`src/rtl/ising_config_pkg.sv`:
```
// ising_config: shared constants for the fabric configuration-register space.
// Holds the GPIO word layout used by the PS bridge and the bridge FSM state type.
package ising_config;

    // GPIO write word from the PS: address [15:0], data [23:16], write clock [24].
    localparam int unsigned gpio_addr_lsb   = 0;
    localparam int unsigned gpio_addr_width = 16;
    localparam int unsigned gpio_data_lsb   = 16;
    localparam int unsigned gpio_data_width = 8;
    localparam int unsigned gpio_w_clk_bit  = 24;

    // GPIO readback word to the PS.
    localparam int unsigned gpio_rb_data_lsb = 0;
    localparam int unsigned gpio_rb_addr_lsb = 8;
    localparam int unsigned gpio_ack_bit     = 24;
    localparam int unsigned gpio_ovr_bit     = 25;

    typedef enum logic [1:0] {
        StIdle,
        StWrite,
        StReadWait,
        StAck
    } gpio_bridge_state_t;

endpackage

```
`src/rtl/gpio_sync_edge.sv`:
```
// gpio_sync_edge: STAGES-deep single-bit synchroniser with registered edge flags.
// Ports:
//   clk_i, rst_i    fabric clock, synchronous active-high reset
//   d_i             asynchronous input
//   level_o         synchronised level (last chain stage)
//   level_next_o    value level_o will take next cycle (second-to-last stage)
//   rise_o, fall_o  one-cycle flags, high in the cycle level_o changes
//   valid_o         high once the chain holds only real samples after reset
module gpio_sync_edge #(
    parameter int unsigned STAGES = 2
) (
    input  logic clk_i,
    input  logic rst_i,
    input  logic d_i,
    output logic level_o,
    output logic level_next_o,
    output logic rise_o,
    output logic fall_o,
    output logic valid_o
);

    logic [STAGES-1:0] sync_q, sync_d;
    logic [STAGES-1:0] fill_q, fill_d;
    logic              rise_q, rise_d;
    logic              fall_q, fall_d;

    always_comb begin
        sync_d = {sync_q[STAGES-2:0], d_i};
        fill_d = {fill_q[STAGES-2:0], 1'b1};
        // Edges are computed one stage early so they line up with level_o.
        rise_d = sync_q[STAGES-2] & ~sync_q[STAGES-1];
        fall_d = ~sync_q[STAGES-2] & sync_q[STAGES-1];
    end

    always_ff @(posedge clk_i) begin
        if (rst_i) begin
            sync_q <= '0;
            fill_q <= '0;
            rise_q <= 1'b0;
            fall_q <= 1'b0;
        end else begin
            sync_q <= sync_d;
            fill_q <= fill_d;
            rise_q <= rise_d;
            fall_q <= fall_d;
        end
    end

    assign level_o      = sync_q[STAGES-1];
    assign level_next_o = sync_q[STAGES-2];
    assign rise_o       = rise_q;
    assign fall_o       = fall_q;
    assign valid_o      = fill_q[STAGES-1];

endmodule

```
`src/rtl/gpio_reg_bridge.sv`:
```
// gpio_reg_bridge: PS GPIO channel to fabric config-register bridge.
// A rising w_clk on gpio_in issues one write strobe for the synced address/data,
// then returns the readback value and address echo with a level ack.
// Ports:
//   clk, rst   fabric clock, synchronous active-high reset
//   gpio_in    PS GPIO word: addr [15:0], data [23:16], w_clk [24]
//   gpio_out   rb data [7:0], addr echo [23:8], ack [24], sticky overrun [25]
//   wr_en      one-cycle write strobe; wr_addr/wr_data valid while high
//   rd_addr    address to the readback mux, held until the next capture
//   rd_data    readback mux result, valid RD_LAT cycles after rd_addr
module gpio_reg_bridge
    import ising_config::*;
#(
    parameter int unsigned RD_LAT      = 2,
    parameter int unsigned SYNC_STAGES = 2
) (
    input  logic                       clk,
    input  logic                       rst,
    input  logic [31:0]                gpio_in,
    output logic [31:0]                gpio_out,
    output logic                       wr_en,
    output logic [gpio_addr_width-1:0] wr_addr,
    output logic [gpio_data_width-1:0] wr_data,
    output logic [gpio_addr_width-1:0] rd_addr,
    input  logic [gpio_data_width-1:0] rd_data
);

    localparam int unsigned AdW      = gpio_addr_width + gpio_data_width;
    localparam logic [3:0]  RdLatCnt = 4'(RD_LAT);

    // Address/data bits share the w_clk chain depth so they arrive together.
    logic [AdW-1:0] ad_sync_q [SYNC_STAGES];
    logic [AdW-1:0] ad_sync_d [SYNC_STAGES];
    logic [AdW-1:0] ad_synced;
    logic [gpio_addr_width-1:0] sync_addr;
    logic [gpio_data_width-1:0] sync_data;

    logic wclk_level, wclk_next, wclk_rise, wclk_valid;
    logic unused_wclk_fall;
    logic unused_gpio_hi;

    gpio_sync_edge #(
        .STAGES (SYNC_STAGES)
    ) u_wclk_sync (
        .clk_i        (clk),
        .rst_i        (rst),
        .d_i          (gpio_in[gpio_w_clk_bit]),
        .level_o      (wclk_level),
        .level_next_o (wclk_next),
        .rise_o       (wclk_rise),
        .fall_o       (unused_wclk_fall),
        .valid_o      (wclk_valid)
    );

    assign unused_gpio_hi = ^gpio_in[31:gpio_w_clk_bit+1];

    always_comb begin
        ad_sync_d[0] = gpio_in[AdW-1:0];
        for (int unsigned i = 1; i < SYNC_STAGES; i++) begin
            ad_sync_d[i] = ad_sync_q[i-1];
        end
    end

    always_ff @(posedge clk) begin
        if (rst) begin
            for (int unsigned i = 0; i < SYNC_STAGES; i++) begin
                ad_sync_q[i] <= '0;
            end
        end else begin
            ad_sync_q <= ad_sync_d;
        end
    end

    assign ad_synced = ad_sync_q[SYNC_STAGES-1];
    assign sync_addr = ad_synced[gpio_addr_lsb +: gpio_addr_width];
    assign sync_data = ad_synced[gpio_data_lsb +: gpio_data_width];

    gpio_bridge_state_t         state_q, state_d;
    logic [3:0]                 cnt_q, cnt_d;
    logic                       armed_q, armed_d;
    logic [gpio_addr_width-1:0] wr_addr_q, wr_addr_d;
    logic [gpio_data_width-1:0] wr_data_q, wr_data_d;
    logic [gpio_addr_width-1:0] rd_addr_q, rd_addr_d;
    logic [gpio_data_width-1:0] rb_data_q, rb_data_d;
    logic [gpio_addr_width-1:0] rb_addr_q, rb_addr_d;
    logic                       ack_q, ack_d;
    logic                       ovr_q, ovr_d;
    logic                       rise_armed;

    assign rise_armed = wclk_rise & armed_q;

    always_comb begin
        state_d   = state_q;
        cnt_d     = cnt_q;
        wr_addr_d = wr_addr_q;
        wr_data_d = wr_data_q;
        rd_addr_d = rd_addr_q;
        rb_data_d = rb_data_q;
        rb_addr_d = rb_addr_q;
        ack_d     = ack_q;
        // Only a low level seen after the chain has flushed counts: the reset
        // zeros in the chain must not arm a w_clk that is really held high.
        armed_d   = armed_q | (wclk_valid & ~wclk_level);
        // A rise while busy is dropped but remembered until reset.
        ovr_d     = ovr_q | (rise_armed & (state_q != StIdle));

        unique case (state_q)
            StIdle: begin
                if (rise_armed) begin
                    wr_addr_d = sync_addr;
                    wr_data_d = sync_data;
                    rd_addr_d = sync_addr;
                    state_d   = StWrite;
                end
            end
            StWrite: begin
                cnt_d = RdLatCnt;
                if (RD_LAT == 1) begin
                    rb_data_d = rd_data;
                    rb_addr_d = rd_addr_q;
                    ack_d     = 1'b1;
                    state_d   = StAck;
                end else begin
                    state_d = StReadWait;
                end
            end
            StReadWait: begin
                cnt_d = cnt_q - 4'd1;
                if (cnt_q == 4'd2) begin
                    rb_data_d = rd_data;
                    rb_addr_d = rd_addr_q;
                    ack_d     = 1'b1;
                    state_d   = StAck;
                end
            end
            StAck: begin
                // Look one stage ahead so ack drops SYNC_STAGES cycles after the
                // pin falls, and one cycle after entry if w_clk is already low.
                if (!wclk_next) begin
                    ack_d   = 1'b0;
                    state_d = StIdle;
                end
            end
            default: state_d = StIdle;
        endcase
    end

    always_ff @(posedge clk) begin
        if (rst) begin
            state_q   <= StIdle;
            cnt_q     <= '0;
            armed_q   <= 1'b0;
            wr_addr_q <= '0;
            wr_data_q <= '0;
            rd_addr_q <= '0;
            rb_data_q <= '0;
            rb_addr_q <= '0;
            ack_q     <= 1'b0;
            ovr_q     <= 1'b0;
        end else begin
            state_q   <= state_d;
            cnt_q     <= cnt_d;
            armed_q   <= armed_d;
            wr_addr_q <= wr_addr_d;
            wr_data_q <= wr_data_d;
            rd_addr_q <= rd_addr_d;
            rb_data_q <= rb_data_d;
            rb_addr_q <= rb_addr_d;
            ack_q     <= ack_d;
            ovr_q     <= ovr_d;
        end
    end

    // Gated with rst so a reset raised in the WRITE cycle still kills the strobe.
    assign wr_en   = (state_q == StWrite) & ~rst;
    assign wr_addr = wr_addr_q;
    assign wr_data = wr_data_q;
    assign rd_addr = rd_addr_q;

    always_comb begin
        gpio_out = '0;
        gpio_out[gpio_rb_data_lsb +: gpio_data_width] = rb_data_q;
        gpio_out[gpio_rb_addr_lsb +: gpio_addr_width] = rb_addr_q;
        gpio_out[gpio_ack_bit] = ack_q;
        gpio_out[gpio_ovr_bit] = ovr_q;
    end

endmodule

```
`config.mk`:
```
export PLATFORM = sky130hd
export DESIGN_NAME = gpio_reg_bridge
export DESIGN_NICKNAME = d
export VERILOG_FILES = /design/src/rtl/ising_config_pkg.sv /design/src/rtl/gpio_sync_edge.sv /design/src/rtl/gpio_reg_bridge.sv
export SDC_FILE = /design/constraint.sdc
export NUM_CORES = 1
export LEC_CHECK = 0
export CORE_MARGIN = 2
export CORE_UTILIZATION = 46
export DETAILED_ROUTE_END_ITERATION = 10
export GPL_TIMING_DRIVEN = 0
export PLACE_DENSITY_LB_ADDON = 0.2
export SYNTH_ARGS = -nofsm -noshare
export SYNTH_HDL_FRONTEND = slang
export SYNTH_SLANG_ARGS = --single-unit
```
`constraint.sdc`:
```
create_clock -name clk -period 1.7 [get_ports clk]
set_input_delay 0.34 -clock clk [delete_from_list [all_inputs] [get_ports clk]]
set_output_delay 0.34 -clock clk [all_outputs]
set_load 0.01 [all_outputs]
```
# After elaboration in Yosys (flattened, before gate mapping)
# Index checks and enable logic that the tools add are counted.
# op_classes
bitwise	9
reduce_logical	8
muxes	9
n_addsub	1
eq_ne	7
# ops
op	n
2-bit case mux with 4 select lines	1
4-bit case mux with 2 select lines	1
2-bit two-way mux	3
2-bit != test (second input constant)	3
3-bit AND reduction	2
2-bit nonzero test	3
1-bit AND	5
2-bit == test (second input constant)	2
4-bit by 2-bit == test with 1-bit output (second input constant)	1
2-bit AND reduction	2
4-bit by 1-bit subtractor with 4-bit output (second input constant)	1
1-bit two-way mux	3
2-bit by 1-bit == test with 1-bit output (second input constant)	1
2-bit logical NOT	1
1-bit inverter	2
1-bit bitwise OR	2
1-bit case mux with 2 select lines	1
# word_totals
output_inout_bits	73
reg_bits	110
input_bits	42

# Longest topological paths before layout
# logic_depth
word_depth	3
mapped_depth	8
depth_no_buf	5

# Hierarchy
# From an unflattened synthesis, not the netlist that was laid out.
# unflattened
cells_unflattened	407
hier_area_um2	3789.9
# by_module_without_submodules
mod	seq_area_each_um2	cells_per_inst	instances	area_each_um2
gpio_reg_bridge	2102.0	395	1	3632.2
gpio_sync_edge	120.1	12	1	157.7

# Worst setup path after synthesis
# Ideal clock, no wire load.
# synth_timing
path_kind	register to register
start	register cnt_q[0]
end	register state_q[1]
n_path_buf	0
synth_period_minus_slack_ns	1.464
slack_ns	0.236
stages_incl_launch_ff	6
setup_time_ns	0.072
arrival_time_ns	1.393
path_cell_list	dfxtp_1 > inv_1 > ha_1 > or3b_4 > a221oi_2 > mux2i_1
# synth_between
elab_chain_len	3
# synth_lines
item	line_no	text
start: declaration	gpio_reg_bridge.sv:79	logic [3:0] cnt_q, cnt_d;
start signal: assignment	gpio_reg_bridge.sv:162	cnt_q <= cnt_d;
4-bit by 2-bit == test with 1-bit output	gpio_reg_bridge.sv:129	if (cnt_q == 4'd2) begin
2-bit != test (no line)	n/a	
3-bit AND reduction (no line)	n/a	
end signal: assignment	gpio_reg_bridge.sv:150	state_q <= StIdle;
end signal: assignment	gpio_reg_bridge.sv:161	state_q <= state_d;
end: declaration	gpio_reg_bridge.sv:78	gpio_bridge_state_t state_q, state_d;
# Every way passes these cells.
# A chain may end at the register's enable or synchronous reset.

# Worst setup path after layout
# layout_timing
start	register wr_data_q[5] (netlist: wr_data[5])
end	output wr_data[5]
# layout_rtl
item	line_no	text
start: declaration	gpio_reg_bridge.sv:82	logic [gpio_data_width-1:0] wr_data_q, wr_data_d;
start signal: assignment	gpio_reg_bridge.sv:165	wr_data_q <= wr_data_d;
end: declaration	gpio_reg_bridge.sv:23	output logic [gpio_data_width-1:0] wr_data,
# No word-level cell between the ends.

==> out/results.ini <==
[pwr]
power.density_mw_per_mm2 = 950
ir_drop_v = 0.000567
power_uw = 5010
power_leakage_uw = 0.00215

[clock_network]
cts_buffer_depth = 2
cts.sinks = 110
clkTransAtPathRegs_ns = 0.10
cts-root-buf = clkbuf_8
clk_latency_ns = 0.37
cts_htree_levels = 3
cts_made_buffers = 9
cts_tree = yes

[placed_design]
placed_area_mm2 = 0.00492
gp_congestion = 0.755
place_ws_ns = -0.196
port_buffers = 100
dp_hpwl_mm = 5.56

[final_layout]
fin_nets = 575
syn2layout_area_growth_pct = 39.9
fin_area_mm2 = 0.00527
antenna_cells = 0
final_common_cell = nand2_1
drive_gt1_share_pct = 16.2
final_cell_mix = nand2_1, dfxtp_1, clkdlybuf4s50_1

[worst_setup_path]
critPathMaxFanout = 2
crit_path_end_kind = primary output
worstPathCellList = clkdlybuf4s50_1
max_stage_delay_ns = 0.56
critPathTopFamily = buffers and inverters
worstSetupStartpointType = register
crit_type = reg -> out
cp_slowest_cell = clkdlybuf4s50_1
cp_data_required_time_ns = 1.36
crit_arrival_ns = 1.30
crit_buf_inv = 1

[die]
rows = 33
initial_core_util_pct = 46.6
io_pins = 115
fp.coreArea_mm2 = 0.00809
die_width_um = 94.5
dieArea_mm2 = 0.00893
die_y_um = 94.5

[yosys]
yosys_warnings = 0
synth_cell_types = 29
netlist_instances = 405
ys_seq_area_share_pct = 58.5
syn-cell-area_mm2 = 0.00377
avgSynthCellArea_um2 = 9.30
ys_ff_latch = 110

[timing]
fin_tns_setup_ns = 0
hold_ws_ns = 0.351
tightestPinTransition_ns = 0.515
finalSetupViolations = 0
finalWorstSetupSlack_ns = 0.0608
finalCriticalPeriod_ns = 1.64
hold_violations = 0
rsz0062_at_grt = false
fmax_mhz = 610
period_share_pct = 96.4
finalMaxSlewViolations = 0
fin_skew_ns = 0.00860
slew_headroom_pct = 65.7

[grt]
grt_first_pass_wirelength_mm = 12.1
grt_max_degree = 20
grtUsageTotal_pct = 17.6
antenna_found_initial = 0
grt_pass1_vias = 2618
grt.overflow.total = 0

[drt]
ant_nets = 0
drt-initial-drc-count = 125
drcViolationCount = 0
dr_total_vias = 2912
drt-total-wl_mm = 7.54
avgRoutedWirePerCell_um = 11.8
via_per_inst = 4.57
drt-pass1-iter-count = 4

[flow_run]
cap_violations = 0

[status]
status = complete, no violations

[hold_path]
hold_class = in -> reg

-- path summary, 6_finish.rpt --
check                            endpoint  slack [ns]               startpoint  cells after the start
hold / removal    ad_synced[3]$_SDFF_PP0_        0.35                      rst                      2
hold reg to reg   rd_addr[7]$_SDFFE_PP0P_        0.43  ad_synced[7]$_SDFF_PP0_                      2
setup reg to reg  state_q[1]$_SDFFE_PP0P_        0.11    cnt_q[0]$_SDFFE_PP0P_                      5
setup / recovery               wr_data[5]        0.06  wr_data[5]$_SDFFE_PP0P_                      1
-- state kept, by name, indices dropped and copies added (netlist names), 2 cells and up --
| signal | cells |
|---|---|
| ad_sync_d | 24 |
| ad_synced | 24 |
| rb_addr_q | 16 |
| rd_addr | 16 |
| rb_data_q | 8 |
| wr_data | 8 |
| cnt_q | 4 |
| state_q | 2 |
| u_wclk_sync.fill_q | 2 |
| u_wclk_sync.sync_q | 2 |
-- per-layer routing --
layer | part of all wire, % | routed length, um | GRT usage (%)
met1 | 45 | 3400 | 22.0
met2 | 48 | 3600 | 30.0
met5 | 0 | 0 | 0
met3 | 5.5 | 415 | 3.67
met4 | 1.7 | 127 | 6.88
-- cells by family (layout without fill, tap and decap cells) --
| kind of cell | after synthesis | in the layout | share of synthesized area (%) |
|---|---|---|---|
| muxes | 1 | 1 | 0.266 |
| buffers and inverters | 56 | 178 | 8.67 |
| and+or+nand+nor | 168 | 168 | 21.4 |
| adders and majority gates | 6 | 6 | 1.99 |
| other | 1 | 6 | 0.0995 |
| DFF | 110 | 110 | 58.5 |
| AOI/OAI and AO/OA | 63 | 63 | 9.13 |
-- synthesized netlist by cell type (all sizes together) --
cell type  instances  area [um2]
nand3              2        10.0
o31a               1        10.0
o21ai              2        10.0
nor3               1        5.00
a31oi              1        6.26
dfxtp            110        2200
ha                 6        75.1
and3               1        6.26
and4bb             1        12.5
conb               1        3.75
inv                8        30.0
nand4b             2        17.5
nor2               4        15.0
o21a               1        7.51
nand4bb            1        11.3
nor2b             53         332
clkbuf             8        30.0
mux2i              1        10.0
nand2            101         379
and2               1        6.26
a311oi             2        17.5
a221oi             1        15.0
buf               40         267
or3b               1        11.3
a21boi             1        7.51
a21oi             54         270
-- power breakdown --
group          switching [uW]  internal [uW]
registers                41.8           2650
clock network             875            999
logic                     205            232
total                    1120           3890
-- timing repair --
| action | CTS | global route |
|---|---|---|
| hold buffers | 0 | 0 |
| buffers inserted | 6 | 1 |
| endpoints found under the setup margin | 25 | 43 |
| gates resized for setup | 38 | 17 |
-- cell type report --
cell class | count | area [um2]
fill | 691 | 2820
sequential | 110 | 2240
multi-input combinational | 244 | 1260
timing repair buffer | 107 | 1050
buffer | 47 | 308
tap | 105 | 131
clock inverter | 7 | 126
clock buffer | 9 | 124
inverter | 8 | 30.0
-- stage by stage --
| stage | utilization [%] | std cells |
|---|---|---|
| after floorplan | - | 410 |
| after global placement | 60.8 | 615 |
| after detailed placement | 60.8 | 615 |
| after CTS | 64.7 | 637 |
| after global routing | 65.1 | 637 |
| final | 65.1 | 637 |
Note: power is estimated with default switching activity, not from simulation.
